## src/rtl/mem_port_arbiter.sv

```systemverilog
// mem_port_arbiter
//   Shares one slow line-granular memory port between the I-cache and D-cache
//   miss/write-back interfaces. One requester owns the port at a time, and it
//   keeps the port until the memory returns ready. The D side normally wins.
//   A 4-bit streak counter limits how many D grants can pass a pending I
//   request, so the I side always makes progress.
//
// Ports
//   clk, proc_reset          clock, synchronous active-high reset
//   i_mem_* / d_mem_*        cache-side request (read, write, addr, wdata) and
//                            return (rdata, ready)
//   mem_*                    memory-side request and return
//   grant_i, grant_d         registered ownership flags
module mem_port_arbiter #(
    parameter int unsigned ADDR_W       = 28,
    parameter int unsigned LINE_W       = 128,
    parameter int unsigned MAX_D_STREAK = 4
) (
    input  logic              clk,
    input  logic              proc_reset,

    input  logic              i_mem_read,
    input  logic              i_mem_write,
    input  logic [ADDR_W-1:0] i_mem_addr,
    input  logic [LINE_W-1:0] i_mem_wdata,
    output logic [LINE_W-1:0] i_mem_rdata,
    output logic              i_mem_ready,

    input  logic              d_mem_read,
    input  logic              d_mem_write,
    input  logic [ADDR_W-1:0] d_mem_addr,
    input  logic [LINE_W-1:0] d_mem_wdata,
    output logic [LINE_W-1:0] d_mem_rdata,
    output logic              d_mem_ready,

    output logic              mem_read,
    output logic              mem_write,
    output logic [ADDR_W-1:0] mem_addr,
    output logic [LINE_W-1:0] mem_wdata,
    input  logic [LINE_W-1:0] mem_rdata,
    input  logic              mem_ready,

    output logic              grant_i,
    output logic              grant_d
);

    typedef enum logic [1:0] {
        StIdle,
        StServeI,
        StServeD
    } state_e;

    state_e     state_q, state_d;
    logic [3:0] streak_q, streak_d;
    logic       req_i, req_d;

    assign req_i = i_mem_read | i_mem_write;
    assign req_d = d_mem_read | d_mem_write;

    // Grants are only issued from idle. A serving state always returns to idle
    // first, so every grant is preceded by at least one bubble cycle.
    always_comb begin
        state_d  = state_q;
        streak_d = streak_q;
        case (state_q)
            StIdle: begin
                if (req_d && (!req_i || (streak_q < 4'(MAX_D_STREAK)))) begin
                    state_d = StServeD;
                    // Only D grants that pass a waiting I request count.
                    if (req_i) begin
                        streak_d = (streak_q == 4'hF) ? 4'hF : streak_q + 4'd1;
                    end else begin
                        streak_d = 4'd0;
                    end
                end else if (req_i) begin
                    state_d  = StServeI;
                    streak_d = 4'd0;
                end
            end
            StServeI, StServeD: begin
                if (mem_ready) begin
                    state_d = StIdle;
                end
            end
            default: state_d = StIdle;
        endcase
    end

    always_ff @(posedge clk) begin
        if (proc_reset) begin
            state_q  <= StIdle;
            streak_q <= 4'd0;
        end else begin
            state_q  <= state_d;
            streak_q <= streak_d;
        end
    end

    // Memory mux and return path, driven only by registered state.
    always_comb begin
        grant_i   = (state_q == StServeI);
        grant_d   = (state_q == StServeD);
        mem_read  = 1'b0;
        mem_write = 1'b0;
        mem_addr  = '0;
        mem_wdata = '0;
        if (grant_d) begin
            mem_read  = d_mem_read;
            mem_write = d_mem_write;
            mem_addr  = d_mem_addr;
            mem_wdata = d_mem_wdata;
        end else if (grant_i) begin
            mem_read  = i_mem_read;
            mem_write = i_mem_write;
            mem_addr  = i_mem_addr;
            mem_wdata = i_mem_wdata;
        end
    end

    assign i_mem_rdata = mem_rdata;
    assign d_mem_rdata = mem_rdata;
    assign i_mem_ready = mem_ready & grant_i;
    assign d_mem_ready = mem_ready & grant_d;

endmodule

```

## config.mk

```make
export PLATFORM = sky130hd
export DESIGN_NAME = mem_port_arbiter
export DESIGN_NICKNAME = d
export VERILOG_FILES = /design/src/rtl/mem_port_arbiter.sv
export SDC_FILE = /design/constraint.sdc
export NUM_CORES = 1
export LEC_CHECK = 0
export ABC_AREA = 1
export CORE_AREA = 2 2 336 338
export CTS_CLUSTER_SIZE = 25
export DETAILED_ROUTE_END_ITERATION = 16
export DIE_AREA = 0 0 338 340
export GPL_ROUTABILITY_DRIVEN = 0
export GPL_TIMING_DRIVEN = 0
export SYNTH_ARGS = -nofsm -noshare
export SYNTH_HDL_FRONTEND = slang
export SYNTH_SLANG_ARGS = --single-unit
```

## constraint.sdc

```tcl
create_clock -name clk -period 1.3 [get_ports clk]
set_input_delay 0.13 -clock clk [delete_from_list [all_inputs] [get_ports clk]]
set_output_delay 0.13 -clock clk [all_outputs]
set_load 0.05 [all_outputs]
```

==> out/summary.txt <==
Setup-failing EPs final = 162
Static power due to leakage = 7.297 nW
Nets = 2080
FP Rows = 123
Required time of the worst setup path = 1.17 ns
Die width = 338 microns
Peak supply drop = 654.7 uV
Net count after synthesis = 1295
Violations in the final reports = negative setup slack
Max Cap Violations = 0
Relative slew margins = 0.5295
Port bufs = 736
CP peak stage delay = 0.35 ns
DR iter-0 viols = 243
Slew of the pin with the lowest slew margin = 0.7035 ns
Minimum hold slack = 0.4755 ns
Setup repair after global routing missed its margin = yes
Clock sink total = 6
Placed instance area = 15460 sq um
Wire length of the first global-routing pass = 89.53 mm
Met3 routed WL = 6.344 mm
Clock tree from TritonCTS = yes
Area growth from synthesis to final layout = 296.5%
Critical Path End Type = primary output
Syn avg cell area = 5.667 sq um
1st-pass router iterations = 4
DR DRC count = 0
Number of hold violations in the final report = 0
Crit path kind = reg -> out
Outcome = complete, but fails checks
Post-Synthesis Cell Area = 4783 sq um
Register area share after synthesis = 0.02511
Post-DRT Antenna Nets = 0
Vias in the first global route = 8617
Fin Clk Skew = 0.001253 ns
Die Area = 114900 sq um
Final WL = 76.76 mm
Number of ports placed on the die boundary = 865
Number of fill cells = 12420
Met1 wire length = 34.85 mm
Final standard cell area without fillers = 18970 sq um
Count of different cell masters after synthesis = 20
Final Max Tran Viols = 0
Clock tree root driver cell = clkbuf_16
Highest attainable clock frequency = 0.4993 GHz
Final critical-path required period = 2.003 ns
Series of cell instances along the critical path = inv_4, ha_4, buf_12, clkinv_16, buf_16, clkbuf_16, nand3_4, nand2_4, buf_8
Area of the placeable core = 111600 sq um
Slowest cell on the critical path = dfxtp_4
Amount of wire on met2 after detailed routing = 34.70 mm
Synthesis warning total = 0
Flip-flop and latch count after synthesis = 6
Maximum fanout along the worst path = 8
Clock Tree Buf Depth = 2
Post-Place Setup Slack = -1.826 ns
Number of vias after detailed routing = 8478
Overall routing resource usage = 0.1216
Maximum number of pins on one net before global-route repair = 11
Clock edge transition at the registers on the reported setup and hold paths = 0.03 ns
Fraction of layout instances using a drive strength above 1 = 0.5181
Detail Placement HPWL = 67.74 mm
Detail-routed via count per cell = 2.708
Number of cells produced by synthesis = 844
Top sig layer = met5
Critical path launch point type = flip-flop
Number of clock buffers inserted by TritonCTS = 3
Period utilization = 1.541
Final sum of negative setup slack = -93.13 ns
Average wire length per cell after detail routing = 24.52 microns
Clock Latency Late Sink = 0.23 ns
Initial antenna violation count = 8
Crit path arrival time = 1.87 ns
Starting density of the core = 0.04287
H-tree depth = 1
Residual overflow from global routing = 0
Die height = 340 microns
Class of the worst hold path = reg -> reg
PD cells = 711.7 nW/um^2
Final setup slack of the worst path = -0.7030 ns
-- metal layers --
metal  global-route usage  up-vias
met1               0.1651     3977
li1                     -     3983
met2               0.1985      469
met3              0.03145       39
met4              0.01176       10
met5                    0        -
-- area by class of cell --
class,instances,area (sq um),share of cell area
Clock buffer,3,75.07,0.003958
Multi-Input combinational cell,514,4701,0.2478
Buffer,308,2768,0.1459
Sequential cell,6,125.1,0.006596
Antenna cell,4,10.01,0.0005277
Inverter,15,92.59,0.004881
Timing Repair Buffer,781,9320,0.4914
Tap cell,1500,1877,0.09894
-- worst max-delay path: cells and delay by family (launching register included) --
kind | cells | cell delay (ns)
simple gates | 2 | 0.21
buf+inv | 6 | 0.86
fa+ha+maj | 1 | 0.15
flops | 1 | 0.35
-- through the flow --
step	total power, mW	std cells	util
4_1_cts	12.72	3105	0.1547
3_5_place_dp	10.64	3080	0.1386
2_1_floorplan	6.079	844	-
5_1_grt	14.03	3127	0.1699
3_3_place_gp	10.65	3080	0.1386
6_report	13.50	3131	0.1700
-- power breakdown --
group / switching, mW / internal, mW
clock network: 0.108 / 0.395
registers: 0.0133 / 0.199
logic: 7.45 / 5.33
-- cell usage after synthesis (all sizes together) --
| master | count | share of area |
|---|---|---|
| o21bai | 1 | 0.0016 |
| nor2 | 9 | 0.010 |
| inv | 15 | 0.012 |
| dfxtp | 6 | 0.025 |
| clkbuf | 2 | 0.0016 |
| ha | 4 | 0.010 |
| o22ai | 2 | 0.0026 |
| a21oi | 5 | 0.0052 |
| nand2 | 332 | 0.26 |
| nand3 | 161 | 0.19 |
| buf | 307 | 0.48 |
-- final timing paths --
path / slack, ns / start / cells past startpoint / end
setup reg to reg: -0.03 / state_q[0] / 9 / state_q[1]
hold / removal: 0.48 / streak_q[3] / 2 / streak_q[3]
setup / recovery: -0.70 / state_q[0] / 9 / mem_wdata[112]
hold reg to reg: 0.48 / streak_q[3] / 2 / streak_q[3]
-- what timing repair did --
| action | CTS | global route |
|---|---|---|
| endpoints found under the hold margin | 0 | 0 |
| setup endpoints to repair | 162 | 169 |
| gates resized for setup | 1356 | 318 |
| hold buffers | 0 | 0 |
| cloned | 8 | 10 |
| pin swaps | 24 | 49 |
| buffers inserted | 15 | 16 |
-- sequential cells by signal, summed over array words and instances, names as in the netlist --
| signal | flops |
|---|---|
| streak_q | 4 |
| state_q | 2 |
-- cells in the final DEF, fill, tap and decap left out, drive strengths merged --
master and instances:
o22ai 2, clkinvlp 2, nor2 9, dlymetal6s2s 2
clkbuf 19, clkdlybuf4s50 572, ha 4, clkinv 1
diode 4, nand2 332, o21bai 1, buf 499
inv 12, dfxtp 6, nand3 161, a21oi 5
-- logic make-up (layout without fill, tap and decap cells) --
group | after synthesis | in the layout | synth area share
adder cells (fa/ha/maj) | 4 | 4 | 0.01046
other | 0 | 4 | 0
buffers and inverters | 324 | 1107 | 0.4975
AND/OR/NAND/NOR | 502 | 502 | 0.4575
AO/OA/AOI/OAI | 8 | 8 | 0.009416
flip-flops | 6 | 6 | 0.02511
No activity file was read; power rests on OpenSTA's default activity.
